**config.mk**
```make
export PLATFORM = sky130hd
export DESIGN_NAME = rf_wb_arbiter
export DESIGN_NICKNAME = d
export VERILOG_FILES = /design/src/rtl/rf_pkg.sv /design/src/rtl/rf_scoreboard.sv /design/src/rtl/rf_wb_arbiter.sv
export SDC_FILE = /design/constraint.sdc
export NUM_CORES = 1
export LEC_CHECK = 0
export BUFFER_PORTS_ARGS = -buffer_cell sky130_fd_sc_hd__buf_4
export CORE_ASPECT_RATIO = 0.5
export CORE_MARGIN = 2
export CORE_UTILIZATION = 46
export CTS_BUF_LIST = sky130_fd_sc_hd__clkbuf_8
export CTS_CLUSTER_SIZE = 12
export DETAILED_ROUTE_END_ITERATION = 7
export PLACE_DENSITY = 0.81
export REMOVE_ABC_BUFFERS = 1
export SYNTH_ARGS = -nofsm -noshare
export SYNTH_HDL_FRONTEND = slang
export SYNTH_SLANG_ARGS = --single-unit
```
**constraint.sdc**
```tcl
create_clock -name clk -period 2.05 [get_ports clk]
set_input_delay 0.205 -clock clk [delete_from_list [all_inputs] [get_ports clk]]
set_output_delay 0.205 -clock clk [all_outputs]
set_load 0.02 [all_outputs]
```
**src/rtl/rf_pkg.sv**
```systemverilog
// Shared types and widths for the regfile writeback path.
// Holds the writeback request struct used by the arbiter and write stage.
package rf_pkg;
  localparam int AW   = 5;
  localparam int DW   = 32;
  localparam int NREG = 1 << AW;

  localparam logic [AW-1:0] ZERO_REG = '0;

  typedef struct packed {
    logic          valid;
    logic [AW-1:0] addr;
    logic [DW-1:0] data;
  } wb_req_t;
endpackage

```
**src/rtl/rf_scoreboard.sv**
```systemverilog
// Per-register busy bits: set on issue, cleared when the write enters the write stage, set wins a tie.
// Lookups are combinational from the registered busy vector; x0 never reports busy.
module rf_scoreboard
  import rf_pkg::*;
#(
  parameter int NLK = 1
) (
  input  logic           clk,
  input  logic           reset,
  input  logic           set_vld,
  input  logic [AW-1:0]  set_addr,
  input  logic           clr_vld,
  input  logic [AW-1:0]  clr_addr,
  input  logic [AW-1:0]  lk_addr [NLK],
  output logic [NLK-1:0] lk_busy
);

  logic [NREG-1:0] busy;
  logic [NREG-1:0] busy_nxt;

  always_comb begin
    busy_nxt = busy;
    if (clr_vld) busy_nxt[clr_addr] = 1'b0;
    if (set_vld && set_addr != ZERO_REG) busy_nxt[set_addr] = 1'b1;
    busy_nxt[0] = 1'b0;
  end

  always_ff @(posedge clk or posedge reset) begin
    if (reset) busy <= '0;
    else       busy <= busy_nxt;
  end

  always_comb begin
    lk_busy = '0;
    for (int i = 0; i < NLK; i++)
      lk_busy[i] = busy[lk_addr[i]] && (lk_addr[i] != ZERO_REG);
  end

endmodule

```
**src/rtl/rf_wb_arbiter.sv**
```systemverilog
// Regfile write-port owner: B-priority arbiter with A starvation guard, one registered write stage,
// RAW/WAW scoreboard and write-stage forwarding. Grant is combinational and never stalls on the write stage.
module rf_wb_arbiter
  import rf_pkg::*;
#(
  parameter int MAX_WAIT = 4
) (
  input  logic          clk,
  input  logic          reset,
  input  logic          a_valid,
  input  logic [AW-1:0] a_addr,
  input  logic [DW-1:0] a_data,
  output logic          a_ready,
  input  logic          b_valid,
  input  logic [AW-1:0] b_addr,
  input  logic [DW-1:0] b_data,
  output logic          b_ready,
  input  logic          iss_valid,
  input  logic [AW-1:0] iss_rd,
  input  logic [AW-1:0] rs1,
  input  logic [AW-1:0] rs2,
  output logic          rs1_busy,
  output logic          rs2_busy,
  output logic          rd_busy,
  output logic          fwd1_hit,
  output logic [DW-1:0] fwd1_data,
  output logic          fwd2_hit,
  output logic [DW-1:0] fwd2_data,
  output logic          rf_we,
  output logic [AW-1:0] rf_waddr,
  output logic [DW-1:0] rf_wdata
);

  localparam logic [3:0] MAX_CNT = 4'(MAX_WAIT);

  logic       a_gnt;
  logic       b_gnt;
  logic [3:0] starve_cnt;
  wb_req_t    sel;
  wb_req_t    ws;

  always_comb begin
    a_gnt = a_valid && (!b_valid || starve_cnt == MAX_CNT);
    b_gnt = b_valid && !a_gnt;
    sel   = '0;
    if (a_gnt)      sel = '{valid: 1'b1, addr: a_addr, data: a_data};
    else if (b_gnt) sel = '{valid: 1'b1, addr: b_addr, data: b_data};
  end

  assign a_ready = a_gnt;
  assign b_ready = b_gnt;

  always_ff @(posedge clk or posedge reset) begin
    if (reset)                    starve_cnt <= '0;
    else if (!a_valid || a_gnt)   starve_cnt <= '0;
    else if (starve_cnt != MAX_CNT) starve_cnt <= starve_cnt + 4'd1;
  end

  // Address/data hold when idle; only the enable drops.
  always_ff @(posedge clk or posedge reset) begin
    if (reset) begin
      ws <= '0;
    end else begin
      ws.valid <= sel.valid && (sel.addr != ZERO_REG);
      if (sel.valid) begin
        ws.addr <= sel.addr;
        ws.data <= sel.data;
      end
    end
  end

  assign rf_we    = ws.valid;
  assign rf_waddr = ws.addr;
  assign rf_wdata = ws.data;

  logic [AW-1:0] lk_addr [5];
  logic [4:0]    lk_busy;
  logic          a_busy;
  logic          b_busy;

  assign lk_addr = '{rs1, rs2, iss_rd, a_addr, b_addr};

  rf_scoreboard #(.NLK(5)) u_sb (
    .clk      (clk),
    .reset    (reset),
    .set_vld  (iss_valid),
    .set_addr (iss_rd),
    .clr_vld  (sel.valid),
    .clr_addr (sel.addr),
    .lk_addr  (lk_addr),
    .lk_busy  (lk_busy)
  );

  assign rs1_busy = lk_busy[0];
  assign rs2_busy = lk_busy[1];
  assign rd_busy  = lk_busy[2];
  assign a_busy   = lk_busy[3];
  assign b_busy   = lk_busy[4];

  assign fwd1_hit  = ws.valid && (ws.addr == rs1) && (rs1 != ZERO_REG);
  assign fwd2_hit  = ws.valid && (ws.addr == rs2) && (rs2 != ZERO_REG);
  assign fwd1_data = ws.data;
  assign fwd2_data = ws.data;

  // Re-issuing a register whose producer writes back on this same edge is legal: set wins.
  assert property (@(posedge clk) disable iff (reset)
    !(iss_valid && rd_busy) || (sel.valid && sel.addr == iss_rd));
  assert property (@(posedge clk) disable iff (reset)
    !a_valid || a_addr == ZERO_REG || a_busy);
  assert property (@(posedge clk) disable iff (reset)
    !b_valid || b_addr == ZERO_REG || b_busy);

endmodule

```
==> results.txt <==
outcome: complete, but fails checks
violations in the final reports: setup timing
placed instance count: 826
critical-path cell list: mux4_2 -> mux2_4 -> nor3b_2 -> a311oi_1 -> buf_4
number of enable-type register cells in the synthesized netlist: 0
horizontal die dimension: 154.3 um
DP HPWL: 11,820 um
number of failing setup endpoints in the final timing report: 3
initial core utilization: 0.4729
cell types with the highest counts after synthesis: sky130_fd_sc_hd__nor2_1, sky130_fd_sc_hd__dfrtp_1, sky130_fd_sc_hd__buf_4
minimum setup slack in the final design: -0.1110 ns
num ports: 203
top achievable clock speed: 0.4627 GHz
count of antenna diodes in the layout: 0
Total Power: 5.031 mW
Leakage: 3.096 nW
power density relative to cell area: 741.7 nW/um2
max-capacitance violation count: 0
wire length per cell after detailed routing: 18.68 um
Total Nets Final: 799
area taken by flip-flops and latches: 1829 um2
worst setup path category: flip-flop to primary output
level count of the clock H-tree: 3
number of sinks driven by the clock tree: 73
Area growth syn-to-layout: 30.63%
mean instance size in the synthesized netlist: 9.322 um2
clock-pin slew of the registers on the worst-case setup and hold paths: 0.08 ns
endpoint of the most critical register-to-register path: u_sb.busy[27]
I/O Buffers: 202
RePlAce Congestion: 0.9226
first-pass GRT wire length: 25,140 um
proportion of register bits with asynchronous set or reset after synthesis: 1.000
worst slack after detailed placement: 0.1036 ns
part of the Yosys area used for sequential elements: 0.3518
launch instance of the worst min-delay path: b_data[2]
filler cell count: 931
Gate Count Post-Synth: 557
fin cells: 853
commonest register cell after synthesis: sky130_fd_sc_hd__dfrtp_1
register-to-register path setup slack: 0.08 ns
normalized max-slew margin: 0.6478
top area cells in the synthesized netlist: sky130_fd_sc_hd__dfrtp_1, sky130_fd_sc_hd__buf_4, sky130_fd_sc_hd__mux2_2
cell with the most instances after synthesis: sky130_fd_sc_hd__nor2_1
ANT nets after route: 0
drt initial violations: 366
via count of the first global-routing pass: 4,940
largest driver fanout on the critical path: 3
synth warn: 0
critical path required time: 1.85 ns
total clock buffers created by CTS: 9
terminating pin of the worst hold path: fwd1_data[2]
root buffer cell: sky130_fd_sc_hd__clkbuf_8
total via count in the routed design: 4,901
startpoint of the most critical register-to-register path: starve_cnt[0]
CP endpoint kind: primary output
share of the clock period used by the worst path after layout: 1.054
slowest CP cell: sky130_fd_sc_hd__mux4_2
Yosys reg bits: 73
Total GRT Usage: 0.2602
detailed-route wire length: 15,930 um
Die Y-Extent: 79.13 um
GR Overflow Total: 0
cell area after synthesis: 5192 um2
Clock Latency Late Sink: 0.35 ns
area occupied by multi-input gates: 2680 um2
measured slew at the worst slew-check pin: 0.5283 ns
number of antenna violations at the first check in global routing: 0
Yosys top cell area share: 0.3518
vias per std cell: 5.746
startpoint type of the worst setup path: flip-flop
final count of hold timing violations: 0
DRC violations left: 0
CP max stage delay: 0.49 ns
clk buf depth: 2
Floorplan Core Area: 10,980 um2
iteration count of the initial detailed-routing pass: 5
cell taking the most area after synthesis: sky130_fd_sc_hd__dfrtp_1
worst IR drop on VDD: 0.3099 mV
layout cells sized above 1: 0.4590
area enclosed by the die boundary: 12,210 um2
standard-cell row count: 27
final critical delay including setup and external delays: 2.161 ns
number of max-slew violations in the final report: 0
number of cells on the worst reg-to-reg path: 9
RSZ-0062 raised after global routing: true
TritonCTS clock tree: yes
Arr. time, crit path: 1.96 ns
Cell variety after synth: 57
largest net degree at the start of global routing: 53
number of cells on the worst hold path: 3
final setup skew: 0.006207 ns
kind of path behind the tightest hold check: primary input to flip-flop
where the power goes:
part           leakage (nW)  internal (mW)  total, mW  switching (mW)
Clock                 0.126          0.836       1.38           0.548
Sequential            0.851           1.65       1.93           0.276
Combinational          2.12          0.860       1.72           0.860
final cells by class:
cell class	instances	share of cell area
Inverter	15	0.009039
Clock buffer	10	0.02029
Tap cell	145	0.02675
Timing Repair Buffer	234	0.2636
Sequential cell	73	0.2697
Clock inverter	6	0.01550
Multi-Input combinational cell	370	0.3951
through the flow:
step | utilization | cell area [um2] | hold WS, ns | TNS (ns)
detailed placement | 0.5837 | 6409 | 0.2685 | 0
finish | 0.6178 | 6783 | 0.07619 | -0.1796
global placement | 0.5837 | 6409 | 0.2643 | 0
CTS | 0.6158 | 6761 | 0.06582 | -0.1726
global route | 0.6178 | 6783 | 0.06910 | -0.4307
floorplan | - | 4528 | 0.3349 | -14.85
layout by cell type (no fill, tap or decap), drive strengths merged, types with 4 or more instances in the layout:
cell type	netlist	final
inv	15	15
nand3	7	7
dfrtp	73	73
and3	6	6
nor4	5	5
mux2	37	37
nand2b	6	6
buf	84	233
xor2	7	7
mux4	15	15
nand2	21	21
nor3	11	11
nand3b	5	5
o22ai	39	39
mux2i	15	15
o31ai	19	19
o21ai	38	38
nor3b	4	4
nor2	84	84
a21oi	13	13
clkbuf	15	10
sequential cells by signal, indices dropped and copies added, names as in the netlist:
register,flops
fwd1_data,32
u_sb.busy,31
rf_waddr,5
starve_cnt,4
rf_we,1
how the worst max path moves through the flow:
stage | start | endpoint | cells after the start
floorplan | starve_cnt[0] | u_sb.busy[17] | 8
finish | u_sb.busy[24] | rs1_busy | 5
global placement | starve_cnt[0] | u_sb.busy[17] | 9
CTS | u_sb.busy[24] | rs1_busy | 5
global route | u_sb.busy[24] | rs1_busy | 5
detailed placement | starve_cnt[0] | u_sb.busy[25] | 9
kinds of logic after synthesis:
logic type               Yosys count  share of synthesized area
buffers and inverters            114                     0.1398
AND/OR/NAND/NOR                  159                     0.1441
AO/OA/AOI/OAI                    132                     0.1684
adder cells (fa/ha/maj)            2                   0.004819
flip-flops                        73                     0.3518
multiplexers                      67                     0.1742
XOR/XNOR                          10                    0.01687
routing by layer:
| layer | track usage | vias up | routed length [um] |
|---|---|---|---|
| met2 | 0.4525 | 242 | 7854 |
| li1 | - | 2241 | - |
| met3 | 0.06059 | 47 | 1354 |
| met4 | 0.09630 | 0 | 365 |
| met5 | 0 | - | 0 |
| met1 | 0.3206 | 2371 | 6358 |
timing repair:
item,4_1_cts,5_1_grt
hold endpoints to repair,21,0
hold buffers,1,0
resized for setup,7,8
buffers inserted,9,1
setup endpoints to repair,3,16
pin swaps,5,0
critical path: cells and delay by family, from the launching register on:
family	cells	cell delay, ns
mux	2	0.77
flops	1	0.43
buf+inv	1	0.17
simple gates	1	0.16
compound gates	1	0.07
Note: power is estimated with default switching activity, not from simulation.
